`src/rtl/sap_pkg.sv`:
```
// +----------------------------------------------------------------------------+
// | sap_pkg : shared opcodes, control-word bit map and T-state indices         |
// | Revision: 1.0                                                              |
// +----------------------------------------------------------------------------+
`default_nettype none

package sap_pkg;

  localparam int SAP_CW_W  = 14;
  localparam int SAP_NUM_T = 6;
  localparam int SAP_CNT_W = 8;

  typedef enum logic [3:0] {
    OP_LDA = 4'h0,
    OP_ADD = 4'h1,
    OP_SUB = 4'h2,
    OP_JMP = 4'h3,
    OP_OUT = 4'hE,
    OP_HLT = 4'hF
  } opcode_e;

  localparam int CW_CP  = 13;
  localparam int CW_EP  = 12;
  localparam int CW_LM  = 11;
  localparam int CW_CE  = 10;
  localparam int CW_LI  = 9;
  localparam int CW_EI  = 8;
  localparam int CW_LA  = 7;
  localparam int CW_EA  = 6;
  localparam int CW_SU  = 5;
  localparam int CW_EU  = 4;
  localparam int CW_LB  = 3;
  localparam int CW_LO  = 2;
  localparam int CW_HLT = 1;
  localparam int CW_LP  = 0;

  localparam int T1_IDX = 0;
  localparam int T2_IDX = 1;
  localparam int T3_IDX = 2;
  localparam int T4_IDX = 3;
  localparam int T5_IDX = 4;
  localparam int T6_IDX = 5;

endpackage

`default_nettype wire

```
`src/rtl/sap_ctrl_seq_if.sv`:
```
// +----------------------------------------------------------------------------+
// | sap_ctrl_seq_if : run/opcode inputs and control/status outputs of the SAP  |
// | Revision: 1.0                                                              |
// +----------------------------------------------------------------------------+
`default_nettype none

interface sap_ctrl_seq_if #(
  parameter int CW_W  = 14,
  parameter int NUM_T = 6,
  parameter int CNT_W = 8
);
  logic             run;
  logic [3:0]       ir_opcode;
  logic [CW_W-1:0]  cw_bus;
  logic [NUM_T-1:0] t_state;
  logic             halted;
  logic [CNT_W-1:0] instr_cnt;

  modport master (
    output run, ir_opcode,
    input  cw_bus, t_state, halted, instr_cnt
  );

  modport slave (
    input  run, ir_opcode,
    output cw_bus, t_state, halted, instr_cnt
  );
endinterface

`default_nettype wire

```
`src/rtl/sap_ring_counter.sv`:
```
// +----------------------------------------------------------------------------+
// | sap_ring_counter : one-hot ring with enable, freeze and illegal recovery   |
// | Revision: 1.0                                                              |
// +----------------------------------------------------------------------------+
`default_nettype none

module sap_ring_counter #(
  parameter int NUM_T = 6
) (
  input  wire logic             clk,
  input  wire logic             reset,
  input  wire logic             en_i,
  input  wire logic             freeze_i,
  output logic [NUM_T-1:0]      state_o
);

  logic [NUM_T-1:0] state_q;
  logic [NUM_T-1:0] state_d;

  always_comb begin
    state_d = state_q;
    // A corrupted (non one-hot) ring restarts the instruction at T1.
    if (!$onehot(state_q)) begin
      state_d = NUM_T'(1);
    end else if (en_i && !freeze_i) begin
      state_d = {state_q[NUM_T-2:0], state_q[NUM_T-1]};
    end
  end

  always_ff @(posedge clk) begin
    if (!reset) begin
      state_q <= NUM_T'(1);
    end else begin
      state_q <= state_d;
    end
  end

  assign state_o = state_q;

  a_onehot: assert property (@(posedge clk) disable iff (!reset) $onehot(state_q))
    else $error("ring counter state not one-hot: %b", state_q);

endmodule

`default_nettype wire

```
`src/rtl/sap_ctrl_seq.sv`:
```
// +----------------------------------------------------------------------------+
// | sap_ctrl_seq : SAP-1 controller-sequencer (T1..T6 ring + opcode decode)     |
// | Optional macro SAP_JMP_EN enables opcode 4'h3 = JMP (EI|LP in T4).         |
// | Revision: 1.0                                                              |
// +----------------------------------------------------------------------------+
`default_nettype none

module sap_ctrl_seq
  import sap_pkg::*;
#(
  parameter int CW_W  = SAP_CW_W,
  parameter int NUM_T = SAP_NUM_T,
  parameter int CNT_W = SAP_CNT_W
) (
  input  wire logic     clk,
  input  wire logic     reset,
  sap_ctrl_seq_if.slave bus
);

  logic [NUM_T-1:0] t_q;
  logic             halted_q;
  logic             halted_d;
  logic [CNT_W-1:0] cnt_q;
  logic [CNT_W-1:0] cnt_d;
  logic             hlt_entry;
  logic             instr_done;
  logic [CW_W-1:0]  cw;

  assign hlt_entry  = !halted_q && bus.run && t_q[T4_IDX] && (bus.ir_opcode == OP_HLT);
  assign instr_done = !halted_q && bus.run && t_q[T6_IDX];

  sap_ring_counter #(
    .NUM_T (NUM_T)
  ) u_ring (
    .clk      (clk),
    .reset    (reset),
    .en_i     (bus.run),
    .freeze_i (halted_q | hlt_entry),
    .state_o  (t_q)
  );

  always_comb begin
    halted_d = halted_q | hlt_entry;
    cnt_d    = cnt_q;
    // HLT counts as a completed instruction on entry.
    if (instr_done || hlt_entry) begin
      cnt_d = cnt_q + CNT_W'(1);
    end
  end

  always_ff @(posedge clk) begin
    if (!reset) begin
      halted_q <= 1'b0;
      cnt_q    <= '0;
    end else begin
      halted_q <= halted_d;
      cnt_q    <= cnt_d;
    end
  end

  always_comb begin
    cw = '0;
    if (!reset) begin
      cw = '0;
    end else if (halted_q) begin
      cw[CW_HLT] = 1'b1;
    end else if (!bus.run) begin
      cw = '0;
    end else if (t_q[T1_IDX]) begin
      cw[CW_EP] = 1'b1;
      cw[CW_LM] = 1'b1;
    end else if (t_q[T2_IDX]) begin
      cw[CW_CP] = 1'b1;
    end else if (t_q[T3_IDX]) begin
      cw[CW_CE] = 1'b1;
      cw[CW_LI] = 1'b1;
    end else begin
      case (bus.ir_opcode)
        OP_LDA, OP_ADD, OP_SUB: begin
          if (t_q[T4_IDX]) begin
            cw[CW_EI] = 1'b1;
            cw[CW_LM] = 1'b1;
          end else if (t_q[T5_IDX]) begin
            cw[CW_CE] = 1'b1;
            if (bus.ir_opcode == OP_LDA) cw[CW_LA] = 1'b1;
            else                         cw[CW_LB] = 1'b1;
          end else if (t_q[T6_IDX] && bus.ir_opcode != OP_LDA) begin
            cw[CW_EU] = 1'b1;
            cw[CW_LA] = 1'b1;
            cw[CW_SU] = (bus.ir_opcode == OP_SUB);
          end
        end
        OP_OUT: begin
          if (t_q[T4_IDX]) begin
            cw[CW_EA] = 1'b1;
            cw[CW_LO] = 1'b1;
          end
        end
        OP_HLT: begin
          if (t_q[T4_IDX]) cw[CW_HLT] = 1'b1;
        end
`ifdef SAP_JMP_EN
        OP_JMP: begin
          if (t_q[T4_IDX]) begin
            cw[CW_EI] = 1'b1;
            cw[CW_LP] = 1'b1;
          end
        end
`endif
        default: cw = '0;
      endcase
    end
  end

  assign bus.cw_bus    = cw;
  assign bus.t_state   = t_q;
  assign bus.halted    = halted_q;
  assign bus.instr_cnt = cnt_q;

endmodule

`default_nettype wire

```
`src/flat_wrapper.sv`:
```
// flat-port wrapper written by rule: the top's interface ports become plain ports
module sap_ctrl_seq_flat import sap_pkg::*;
#(
  parameter int CW_W  = SAP_CW_W,
  parameter int NUM_T = SAP_NUM_T,
  parameter int CNT_W = SAP_CNT_W
)
  (clk, reset, bus_run, bus_ir_opcode, bus_cw_bus, bus_t_state, bus_halted, bus_instr_cnt);
  sap_ctrl_seq_if #(.CW_W(CW_W), .NUM_T(NUM_T), .CNT_W(CNT_W)) bus_i ();
  input  wire logic clk;
  input  wire logic reset;
  input wire logic [$bits(bus_i.run)-1:0] bus_run;
  input wire logic [$bits(bus_i.ir_opcode)-1:0] bus_ir_opcode;
  output wire logic [$bits(bus_i.cw_bus)-1:0] bus_cw_bus;
  output wire logic [$bits(bus_i.t_state)-1:0] bus_t_state;
  output wire logic [$bits(bus_i.halted)-1:0] bus_halted;
  output wire logic [$bits(bus_i.instr_cnt)-1:0] bus_instr_cnt;
  assign bus_i.run = bus_run;
  assign bus_i.ir_opcode = bus_ir_opcode;
  assign bus_cw_bus = bus_i.cw_bus;
  assign bus_t_state = bus_i.t_state;
  assign bus_halted = bus_i.halted;
  assign bus_instr_cnt = bus_i.instr_cnt;
  sap_ctrl_seq #(.CW_W(CW_W), .NUM_T(NUM_T), .CNT_W(CNT_W)) u_core (.clk(clk), .reset(reset), .bus(bus_i));
endmodule
```
`config.mk`:
```
export PLATFORM = sky130hd
export DESIGN_NAME = sap_ctrl_seq_flat
export DESIGN_NICKNAME = d
export VERILOG_FILES = /design/src/rtl/sap_pkg.sv /design/src/rtl/sap_ctrl_seq_if.sv /design/src/rtl/sap_ring_counter.sv /design/src/rtl/sap_ctrl_seq.sv /design/src/flat_wrapper.sv
export SDC_FILE = /design/constraint.sdc
export NUM_CORES = 1
export LEC_CHECK = 0
export CAP_MARGIN = 25
export CORE_MARGIN = 2
export CORE_UTILIZATION = 40
export CTS_BUF_LIST = sky130_fd_sc_hd__clkbuf_4
export DETAILED_ROUTE_END_ITERATION = 8
export PLACE_DENSITY = 0.87
export SLEW_MARGIN = 20
export SYNTH_ARGS = -nofsm -noshare
export SYNTH_HDL_FRONTEND = slang
export SYNTH_SLANG_ARGS = --single-unit
```
`constraint.sdc`:
```
create_clock -name clk -period 3.1 [get_ports clk]
set_clock_uncertainty 0.2 [all_clocks]
set_input_delay 0.62 -clock clk [delete_from_list [all_inputs] [get_ports clk]]
set_output_delay 0.62 -clock clk [all_outputs]
set_load 0.01 [all_outputs]
```
# == Word level (Yosys, flattened, before mapping) ==
# Cells that the tools add are included.
# op_classes
bitwise_logic,1
n_mux,36
eq_ne,5
reduce_logical,13
addsub,6
# ops
operator,count
14-bit two-way mux,2
12-bit two-way mux,2
2-bit two-way mux,12
1-bit two-way mux,16
11-bit two-way mux,1
9-bit two-way mux,1
"8-bit by 1-bit adder with 8-bit output, second input constant",1
"4-bit == test, second input constant",2
1-bit by 1-bit adder with 2-bit output,3
3-bit by 2-bit adder with 3-bit output,2
1-bit logical AND,6
3-bit two-way mux,2
"4-bit by 1-bit == test with 1-bit output, second input constant",1
"4-bit by 2-bit == test with 1-bit output, second input constant",1
4-bit zero test,1
4-bit nonzero test,1
"3-bit by 1-bit == test with 1-bit output, second input constant",1
3-bit OR reduction,1
1-bit zero test,2
2-bit AND reduction,1
1-bit logical OR,1
1-bit bitwise OR,1
# totals
out_inout_bits,29
regBits,15
inputBits,7
wordCells,64

# == Logic depth before layout (Yosys ltp) ==
# Gate-level depths: netlist of the first run.
# depth
word_depth,15
depth_mapped,9
depth_no_buf,8

# == Cells and area by module ==
# A second synthesis of the first run with hierarchy kept.
# unflattened
hier_cells,122
area_unflattened_um2,983.4
# by_module_without_submodules
mod,cells_each,n_inst,area_per_inst_um2,seq_area_each_um2
sap_ctrl_seq,83,1,650.6,180.2
sap_ring_counter,39,1,332.8,120.1

# == Worst setup path after synthesis of the first run ==
# Ideal clock, no wire load.
# synth_timing
kind,flip-flop to flip-flop
start,"register u_core.u_ring.state_q[0], in the netlist u_core.u_ring.state_o[0]"
end,"register u_core.u_ring.state_q[0], in the netlist u_core.u_ring.state_o[0]"
period_less_slack_ps,3247
required_time_ps,2780
arrival_ps,2928
stages_incl_launch_ff,10
path_slack_ps,-147
n_path_buf,1
setup_ps,120
path_cell_list,dfxtp_1 inv_1 ha_1 fa_1 fa_1 inv_1 fa_1 or4_1 buf_2 a211o_1
# synth_via
elab_chain_cells,5
# synth_rtl
element,line,rtl
from (decl),sap_ring_counter.sv:17,logic [NUM_T-1:0] state_q;
from (signal assigned),sap_ring_counter.sv:34,state_q <= state_d;
1-bit by 1-bit adder with 2-bit output (implied by the code),sap_ring_counter.sv:23,if (!$onehot(state_q)) begin
3-bit by 2-bit adder with 3-bit output (implied by the code) (2 in series),sap_ring_counter.sv:23,
3-bit by 1-bit == test with 1-bit output,sap_ring_counter.sv:23,
2-bit AND reduction (no line),-,
# Every way passes these cells.
# A chain may end at the register's enable or synchronous reset.

# == Worst setup path in the final report of the first run ==
# Same ends and word-level chain as after synthesis.

==> results of run 1 <==
-- worst paths after layout --
path                                  from                        to  slack [ns]  depth (start not counted)
setup reg to reg  u_core.u_ring.state_o[0]  u_core.u_ring.state_o[0]        0.13                          8
hold reg to reg    u_core.bus.instr_cnt[7]   u_core.bus.instr_cnt[7]        0.29                          2
hold / removal     u_core.bus.instr_cnt[7]   u_core.bus.instr_cnt[7]        0.29                          2
setup / recovery  u_core.u_ring.state_o[0]  u_core.u_ring.state_o[0]        0.13                          8
-- per-stage QoR --
step	power, mW	worst slack [ns]	instance area [um^2]	util (%)	TNS [ns]
2_1_floorplan	0.396	0.0248	963	-	0
3_3_place_gp	0.512	-0.220	1410	63.1	-1.30
3_5_place_dp	0.521	-0.300	1410	63.1	-1.82
4_1_cts	0.661	-0.0477	1450	65.0	-0.0477
5_1_grt	0.720	0.0232	1480	66.4	0
6_report	0.665	0.126	1480	66.4	0
-- registers in the layout, indices dropped and copies added (netlist names) --
signal and count:
u_core.bus.halted 1, u_core.bus.instr_cnt 8, u_core.u_ring.state_o 6
-- power by group --
| group | leakage [nW] | internal [mW] | switching (mW) | total [mW] |
|---|---|---|---|---|
| Clock | 0.0184 | 0.0586 | 0.0622 | 0.121 |
| Sequential | 0.122 | 0.215 | 0.0211 | 0.236 |
| Combinational | 0.527 | 0.156 | 0.153 | 0.308 |
| Total | 0.667 | 0.429 | 0.236 | 0.665 |
-- layer usage --
| metal | routed length [um] | global-route usage (%) | vias up |
|---|---|---|---|
| met2 | 1390 | 39.8 | 28 |
| met5 | 0 | 0 | - |
| met4 | 22 | 5.13 | 0 |
| met1 | 1120 | 23.9 | 483 |
| li1 | - | - | 515 |
| met3 | 112 | 3.71 | 4 |
-- cell type report --
class                           instances  area, um^2
Sequential cell                        15         305
Tap cell                               28        35.0
Inverter                                9        33.8
Timing Repair Buffer                   49         457
Fill cell                             194         749
Multi-Input combinational cell         91         623
Clock buffer                            4        30.0
-- cells by family after synthesis --
logic type	after synthesis	synth area share, %
buf+inv	13	6.48
xor+xnor	1	0.926
mux	5	5.29
simple gates	58	31.5
compound gates	20	13.4
flops	15	31.7
other cells	1	0.396
fa+ha+maj	6	10.3
-- Yosys cell counts (2+ instances only) --
library cell  number  area share [%]
dfxtp_1           15              32
nor2_1            15             6.0
nand2_1           13             5.2
a21oi_1            8             4.2
inv_1              8             3.2
mux2i_1            5             5.3
and3_1             4             2.6
nand2b_1           4             2.6
nor3_1             4             2.1
buf_4              3             2.4
fa_1               3             6.3
ha_1               3             4.0
nand3_1            3             1.6
nor4_1             3             2.0
or4_1              3             2.4
nand3b_1           2             1.6
o21ai_0            2             1.1
o31ai_1            2             1.6
or3_1              2             1.3
-- critical path: stages (launching register included) --
cell and delay [ns]:
dfxtp_4 0.36, inv_2 0.08, ha_4 0.20, fa_1 0.47, fa_1 0.37, inv_1 0.08
fa_1 0.40, or4_4 0.46, a211o_1 0.25
-- repair_timing --
item	CTS	global route
endpoints found under the hold margin	0	0
pin swaps	0	2
setup buffers	1	1
resized for setup	14	8
setup endpoints to repair	10	10
==> reports/metrics.yaml, run 1 <==
rsz0062_at_grt: "no"
slew_violations: 0
layout.cells.non_filler: 196
routedWlPerCell_um: 13.5
worstHoldPathType: "flop to flop"
period_share_pct: 95.9
critical_path_class: "flop to flop"
final_hold_viol_count: 0
drc: 0
syn-instance-count: 119
synth_async_sr_flop_share_pct: 0
ys.warnings.count: 0
via_count: 1030
core-area_mm2: 0.00223
cts_tree: "built"
crit_arrival_ns: 2.94
tightest_slew_ns: 0.556
synth-edff-count: 0
end_kind: "flop"
final_common_cell: "clkdlybuf4s50_1"
dp.cells: 190
overflow: 0
cts_made_buffers: 3
hold-worst-slack_ns: 0.286
cellPowerDensity_mw_per_mm2: 448
drt-initial-drc-count: 12
clkLatencyLatePin_ns: 0.28
syn_nets: 132
fmax_ghz: 0.336
place_congestion: 0.886
initial_utilization_pct: 42.4
cts_max_level: 1
placementRows: 17
dr.pass1.iters: 4
min_period_ns: 2.97
drv_cap: 0
drive_gt1_share_pct: 18.5
ir_drop_v: 0.000378
grt_first_pass_wirelength_um: 4270
status: "completed"
grt_pass1_vias: 976
crit_required_ns: 3.07
grt_max_degree: 11
dp_hpwl_um: 2050
cts.path.max_buffers: 2
routed_via_density: 5.26
synth-seq-area-share_pct: 31.7
synth_cell_types: 36
final_cell_mix: "20 x clkdlybuf4s50_1, 15 x buf_4, 14 x nor2_1"
ctsHoldBuffers: 0
clk_pin_slew_ns: 0.09
root_buffer: "clkbuf_4"
syn_area_um2: 946
wl_um: 2640
place.port_buffers: 34
track_usage_pct: 21.0
nets: 182
ys.flop_type: "dfxtp_1"
leakage_nw: 0.667
syn_area_per_cell_um2: 7.95
ys_seq_elements: 15
dieHeight_um: 52.6
num_antenna_cells: 0
antenna_left: 0
start_kind: "flop"
io_pins: 36
area_growth_pct: 56.9
clock_sinks: 15
finalSetupViolations: 0
cp_max_fo: 4
maxSlewHeadroom_pct: 62.7
die_area_mm2: 0.00277
grt_antenna_before_repair: 0
die_w_um: 52.6
Note: power is estimated with default switching activity, not from simulation.
==> run 2, diff against run 1 <==
Settings changed: GPL_TIMING_DRIVEN from default to 0.
==> run 2 against run 1 <==
  * Sequential share of layout area up 0.74 points
  * Via count about the same
  * Global-route usage down 1.1 points
  * Wire length down 0.72%
  * Non-clock buffer count down 6
==> reports/metrics.yaml, run 2 (synthesis gave the netlist of run 1 again) <==
drc: 0
cts.path.max_buffers: 2
fin_area_mm2: 0.00144
clockPowerShare_pct: 16.5
final_hold_viol_count: 0
via_count: 1031
dp.cells: 180
maxSlewHeadroom_pct: 62.0
slew_violations: 0
clkLatencyLatePin_ns: 0.29
final_common_cell: "clkdlybuf4s50_1"
crit_arrival_ns: 3.03
dr.pass1.iters: 4
placementRows: 17
clock_sinks: 15
pwr-share-seq_pct: 34.9
place.port_buffers: 33
rsz0062_at_grt: "yes"
layout.cells.non_filler: 190
drive_gt1_share_pct: 17.3
grt_pass1_vias: 982
status: "completed"
finalSetupViolations: 0
worstHoldPathType: "flop to flop"
grt_max_degree: 11
grt_first_pass_wirelength_um: 4150
wl_um: 2630
drt-initial-drc-count: 14
dieHeight_um: 52.6
routed_via_density: 5.43
core-area_mm2: 0.00223
dp_hpwl_um: 1940
clk_pin_slew_ns: 0.09
track_usage_pct: 19.9
num_antenna_cells: 0
final_cell_mix: "22 x clkdlybuf4s50_1, 14 x nor2_1, 13 x nand2_1, 13 x dfxtp_1, 10 x buf_4"
overflow: 0
crit_required_ns: 3.08
start_kind: "flop"
largest_register_ff_count: 8
period_share_pct: 98.3
root_buffer: "clkbuf_4"
die_area_mm2: 0.00277
nets: 176
grt_antenna_before_repair: 0
place_congestion: 0.846
ir_drop_v: 0.000445
swShare_pct: 37.5
area_growth_pct: 52.6
cts_max_level: 1
place_area_mm2: 0.00133
end_kind: "flop"
cts_made_buffers: 3
ctsHoldBuffers: 0
cp_max_fo: 5
switching_power_mw: 0.259
fmax_ghz: 0.328
routedWlPerCell_um: 13.8
nFillCells: 200
min_period_ns: 3.05
cts_tree: "built"
combPwrFrac_pct: 48.6
die_w_um: 52.6
io_pins: 36
initial_utilization_pct: 42.4
cellPowerDensity_mw_per_mm2: 479
p_int_mw: 0.433
antenna_left: 0
critical_path_class: "flop to flop"
tightest_slew_ns: 0.566
drv_cap: 0
leakage_nw: 0.629
## run 2: layer usage
metal	vias up	routed length [um]	track usage [%]
met4	0	50	4.27
li1	502	-	-
met5	-	0	0
met2	40	1340	36.9
met3	7	149	6.57
met1	482	1080	21.7
## run 2: what timing repair did
item,4_1_cts,5_1_grt
pin swaps,6,5
endpoints found under the setup margin,14,10
resized for setup,20,6
setup buffers,7,0
## run 2: area by class of cell
| type | instances | area (um^2) | area share [%] |
|---|---|---|---|
| Buffer | 3 | 22.5 | 1.56 |
| Clock buffer | 3 | 22.5 | 1.56 |
| Clock inverter | 1 | 5.00 | 0.347 |
| Inverter | 9 | 36.3 | 2.51 |
| Multi-Input combinational cell | 91 | 638 | 44.2 |
| Sequential cell | 15 | 308 | 21.3 |
| Tap cell | 28 | 35.0 | 2.43 |
| Timing Repair Buffer | 40 | 377 | 26.1 |
## run 2: final timing paths
check                                         startpoint                       end  slack (ns)  depth (start not counted)
worst max-delay path            u_core.u_ring.state_o[0]  u_core.u_ring.state_o[0]        0.05                          8
worst min-delay path             u_core.bus.instr_cnt[7]   u_core.bus.instr_cnt[7]        0.28                          2
worst max register to register  u_core.u_ring.state_o[0]  u_core.u_ring.state_o[0]        0.05                          8
worst min register to register   u_core.bus.instr_cnt[7]   u_core.bus.instr_cnt[7]        0.28                          2
## run 2: per-stage QoR
| step | hold WS [ns] | setup TNS [ns] | utilization [%] | power (mW) | worst slack (ns) |
|---|---|---|---|---|---|
| after floorplan | 0.286 | 0 | - | 0.396 | 0.0248 |
| after CTS | 0.286 | -0.0416 | 64.7 | 0.714 | -0.0416 |
| after global routing | 0.318 | -0.0146 | 64.6 | 0.731 | -0.0146 |
| after global placement | 0.259 | -2.13 | 59.5 | 0.478 | -0.381 |
| final | 0.283 | 0 | 64.6 | 0.692 | 0.0513 |
| after detailed placement | 0.273 | -2.47 | 59.5 | 0.510 | -0.406 |
## run 2: worst max-delay path: stages, from the launching register on
cell and delay (ns):
dfxtp_4 0.37, inv_4 0.04, ha_4 0.26, fa_1 0.44
fa_2 0.36, inv_2 0.07, fa_1 0.42, or4_4 0.54
a211o_1 0.24
## run 2: power groups by stage
stage | combinational [mW] | sequential, mW | clock [mW]
6_report | 0.337 | 0.241 | 0.114
3_3_place_gp | 0.229 | 0.249 | 0
4_1_cts | 0.357 | 0.240 | 0.117
3_5_place_dp | 0.262 | 0.249 | 0
5_1_grt | 0.362 | 0.244 | 0.125
2_1_floorplan | 0.143 | 0.253 | 0
==> RTL edit 1, RTL diff (config.mk and constraints of run 2) <==
Change the package constant `SAP_CW_W` from 14 to 28.
--- a/src/rtl/sap_pkg.sv
+++ b/src/rtl/sap_pkg.sv
@@ -8,3 +8,3 @@
 
-  localparam int SAP_CW_W  = 14;
+  localparam int SAP_CW_W  = 28;
   localparam int SAP_NUM_T = 6;
Interface: changed (resized bus_cw_bus); port bits go from 36 to 50. The function was not compared with the original's and may differ.
==> RTL edit 1 against run 2 <==
- hold slack better by 0.0030 ns
- first-iteration DRC count grew 50%
- global-route usage is 0.61 points lower
- non-clock buffer count rose by 17
- power increased by 3.6%
- wire length rose by 15%
- maximum frequency up 0.15%
- design area rose by 12%
- sequential cell count unchanged
- area after synthesis rose by 11%
- sequential share of layout area shrank 2.0 points
- worst setup slack gained 0.0045 ns
==> RTL edit 1: results (changes against run 2) <==
* Status: complete, no violations
* Worst slack, placed at -0.606 ns (-0.200 ns)
* Max-capacitance violation count at 0 (unchanged)
* Crit path launch: reset
* HP Start: u_core.bus.instr_cnt[7]$_SDFFE_PN0P_
* Worst path arrival time at 2.22 ns (-0.81 ns)
* Clock root cell: clkbuf_4
* Routability cong. at 0.845 (-0.13%)
* CP endpoint: bus_cw_bus[2]
* GRT Overall Usage at 0.193 (-0.00613)
* Async SR Flop Fraction at 0 (unchanged)
* DP HPWL at 2090 µm (+7.8%)
* DP Area at 0.00150 mm² (+13%)
* Clock Latency Late Sink at 0.31 ns (+0.02 ns)
* Register-to-Register Path Depth at 9 (+1)
* Worst Hold Margin at 0.286 ns (+0.00300 ns)
* Clock Path Buffers at 2 (unchanged)
* Nets at 206 (+17%)
* First-pass GRT wire length at 4790 µm (+15%)
* Max FFs per register at 8 (unchanged)
* Synth cell count leaders: buf_4 (16), dfxtp_1 (15), nor2_1 (12)
* Slew @ Worst Pin at 0.574 ns (+0.00805 ns)
* R2R Path Start: u_core.u_ring.state_o[0]$_SDFFE_PN1P_
* Remaining antenna violation count after routing at 0 (unchanged)
* Static Leakage at 0.000716 µW (+14%)
* Crit Path Max Fanout at 3 (-2)
* Layout cells sized above 1 at 0.250 (+0.0772)
* Hold depth at 2 (unchanged)
* Port bufs at 34 (+3.0%)
* VDD IR-drop max at 0.000347 V (-22%)
* Drt total wl at 3020 µm (+15%)
* Reg2Reg Setup Slack at 0.09 ns (+0.04 ns)
* Setup ws final at 0.0558 ns (+0.00449 ns)
* Iter 0 DRT Violations at 21 (+7)
* Drt wl/cell at 13.6 µm (-1.4%)
* Top cells by area, synth: dfxtp_1 (29%), buf_4 (11%), fa_1 (5.7%)
* Seq/Total Area, Yosys at 0.286 (-0.0311)
* Total number of vias at 1142 (+11%)
* Syn avg cell area at 7.88 µm² (-0.82%)
* Hold EP: u_core.bus.instr_cnt[7]$_SDFFE_PN0P_
==> RTL edit 1: cell count changes after synthesis, sizes merged, moves of 3 or more <==
cell          run 2  this run
a21oi             9        12
buf               4        17
nand2            13         9
nor2             15        12
==> RTL edit 1: power breakdown <==
group,switching (µW),internal (µW)
Clock,74.9,48.3
Sequential,29.0,217
Combinational,165,182
Total,269,448
==> RTL edit 1: logic make-up (layout without fill, tap and decap cells) <==
family	after synthesis	in the layout	synth area share
adders and majority gates	6	6	0.0931
AOI/OAI and AO/OA	24	24	0.138
and+or+nand+nor	54	54	0.273
xor gates and xnor gates	1	1	0.00835
muxes	3	3	0.0286
buffers and inverters	29	74	0.168
other	1	15	0.00358
DFF	15	15	0.286
==> RTL edit 1: critical path, stage by stage <==
cell and delay, ns:
clkdlybuf4s50_1 0.50, nand3b_1 0.15, nor3_2 0.21, buf_4 0.17, nand2_1 0.09, nor4_4 0.21
clkdlybuf4s15_1 0.28
==> RTL edit 1: layer usage <==
layer	GRT usage	vias to the layer above	routed length, µm
met1	0.213	546	1160
met4	0.0453	0	27
met3	0.0585	5	173
met5	0	-	0
li1	-	547	-
met2	0.359	44	1660
==> RTL edit 1: timing repair <==
| action | CTS | global route |
|---|---|---|
| buffers inserted | 7 | 0 |
| hold buffers | 0 | 0 |
| setup endpoints to repair | 12 | 8 |
| gates resized for setup | 24 | 10 |
| pin swaps | 5 | 1 |
==> RTL edit 1: cell type report <==
cell class	instances	area [µm²]
fill	220	867
timing repair buffer	41	367
multi-input combinational	103	682
tap	30	37.5
clock inverter	1	5.00
buffer	19	149
inverter	10	37.5
sequential	15	310
clock buffer	3	22.5
==> RTL edit 2, RTL diff (settings of run 2) <==
Without the edit above. Reset style: asynchronous (`reset`), changed in 2 clocked blocks.
--- a/src/rtl/sap_ring_counter.sv
+++ b/src/rtl/sap_ring_counter.sv
@@ -29,3 +29,3 @@
 
-  always_ff @(posedge clk) begin
+  always_ff @(posedge clk or negedge reset) begin
     if (!reset) begin
--- a/src/rtl/sap_ctrl_seq.sv
+++ b/src/rtl/sap_ctrl_seq.sv
@@ -50,3 +50,3 @@
 
-  always_ff @(posedge clk) begin
+  always_ff @(posedge clk or negedge reset) begin
     if (!reset) begin
Behaviour: differs if reset is asserted again (counterexample within 4 cycles, from zero or initial values and one cycle with reset low); with reset held inactive, the same outputs for 10 cycles.
==> RTL edit 2 against run 2 <==
- design area fell by 1.4%
- hold slack lost 0.27 ns
- sequential cell count unchanged
- global-route usage down 2.4 points
- wire length decreased by 16%
- area after synthesis grew 5.0%
- worst setup slack better by 0.028 ns
Power is not compared: it rests on default switching activity, and its combinational part moved more than twofold at a synthesized area within 25%.
==> RTL edit 2: results (changes against run 2) <==
* Status: complete, no violations
* Tapcell count at 30 (+7.1%)
* Synth Area in XOR/XNOR at 0.0617 (+0.0525)
* Combinational power share at 0.095
* Total power at 338 µW
* Via/cell ratio at 5.13 (-5.4%)
* Area growth from synthesis to layout at 43.3%
* Antenna cell count at 0 (unchanged)
* Compound-gate portion of the synthesized area at 0.0907 (-0.0429)
* Vias in the first global route at 836 (-15%)
* Worst slack, placed at -0.721 ns (-0.314 ns)
* DP HPWL at 1760 µm (-9.1%)
* Syn nets at 113 (-14%)
* Routability cong. at 0.824 (-2.6%)
* Synth cell count leaders: dfrtp_1 (14), nor2_1 (12), inv_1 (7), nand2_1 (7)
* Max incr delay on CP at 0.57 ns (+0.03 ns)
* Largest net degree at the start of global routing at 21 (+10)
* Adder-Cell Fraction of Synth Area at 0.0982 (-0.00494)
* Clock Path Buffers at 2 (unchanged)
* ClkCell Share at 0.0193 (+0.000268)
* Cell count after placement at 164 (-8.9%)
* Clk slew on worst S/H paths at 0.09 ns (about the same)
* Slowest stage cell on the critical path: dfstp_2
* Crit Path Max Fanout at 6 (+1)
* GRT Overall Usage at 0.175 (-0.0245)
* Layout cells sized above 1 at 0.145 (-0.0279)
* Crit path launch: u_core.u_ring.state_o[0]$_DFFE_PN1P_
* Fill count at 206 (+3.0%)
* Seq/Total Area, Yosys at 0.379 (+0.0616)
* Iter 0 DRT Violations at 6 (-8)
* DP Area at 0.00139 mm² (+4.6%)
* Clock root cell: clkbuf_4
* First-pass GRT wire length at 3690 µm (-11%)
* Setup ws final at 0.0789 ns (+0.0275 ns)
* Async SR Flop Fraction at 1.00 (+1.00)
* Hold crit path type: in -> async
* Syn avg cell area at 9.93 µm² (+25%)
* Drt wl/cell at 13.2 µm (-4.6%)
* H-tree levels at 1 (unchanged)
* Synth cell types at 33 (-8.3%)
* Inverter count at 8 (-1)
* Drt total wl at 2220 µm (-16%)
* Multiplexer share of the synthesized area at 0.0617 (+0.00880)
* Synthesized flop and latch total at 15 (unchanged)
* Fraction of area in multi-input gates at 0.418 (-0.0237)
* Port bufs at 34 (+3.0%)
* Sequential cell area at 377 µm² (+22%)
* Reg-to-reg critical path endpoint: u_core.u_ring.state_o[0]$_DFFE_PN1P_
* Multi-input gates at 74 (-19%)
* Number of signal-net buffers in the layout at 37 (-14%)
* Nets at 152 (-14%)
* Top cells by area, synth: dfrtp_1 (35%), fa_1 (6.0%), xnor2_1 (5.3%)
* Clkbuf count at 3 (unchanged)
* Buffer share of cell area at 0.249 (-0.0277)
* Max FFs per register at 8 (unchanged)
* Worst Hold Margin at 0.0134 ns (-0.269 ns)
[RTL edit 2: changes by cell type in the layout (fill, tap and decap cells not counted), sizes merged, moves of 6 or more]
cell and delta:
dfrtp +14, a21oi -6, dfxtp -15, nand2 -6, buf -7
[RTL edit 2: repair_timing]
action                                  CTS  global route
gates resized for setup                  16             4
buffers inserted                          1             0
endpoints found under the setup margin   14             4
pin swaps                                 3             3
[RTL edit 2: worst register-to-register path, stage by stage (launching register included)]
cell     delay, ns
dfstp_2       0.57
inv_4         0.06
ha_4          0.23
fa_1          0.48
fa_2          0.34
inv_1         0.07
fa_1          0.40
or3_4         0.37
a211o_1       0.24
[RTL edit 2: metal layers]
layer,vias to the layer above,track usage,wire (µm)
li1,420,-,-
met5,-,0,0
met2,33,0.280,1070
met4,0,0.0556,29
met1,405,0.239,979
met3,4,0.0306,134
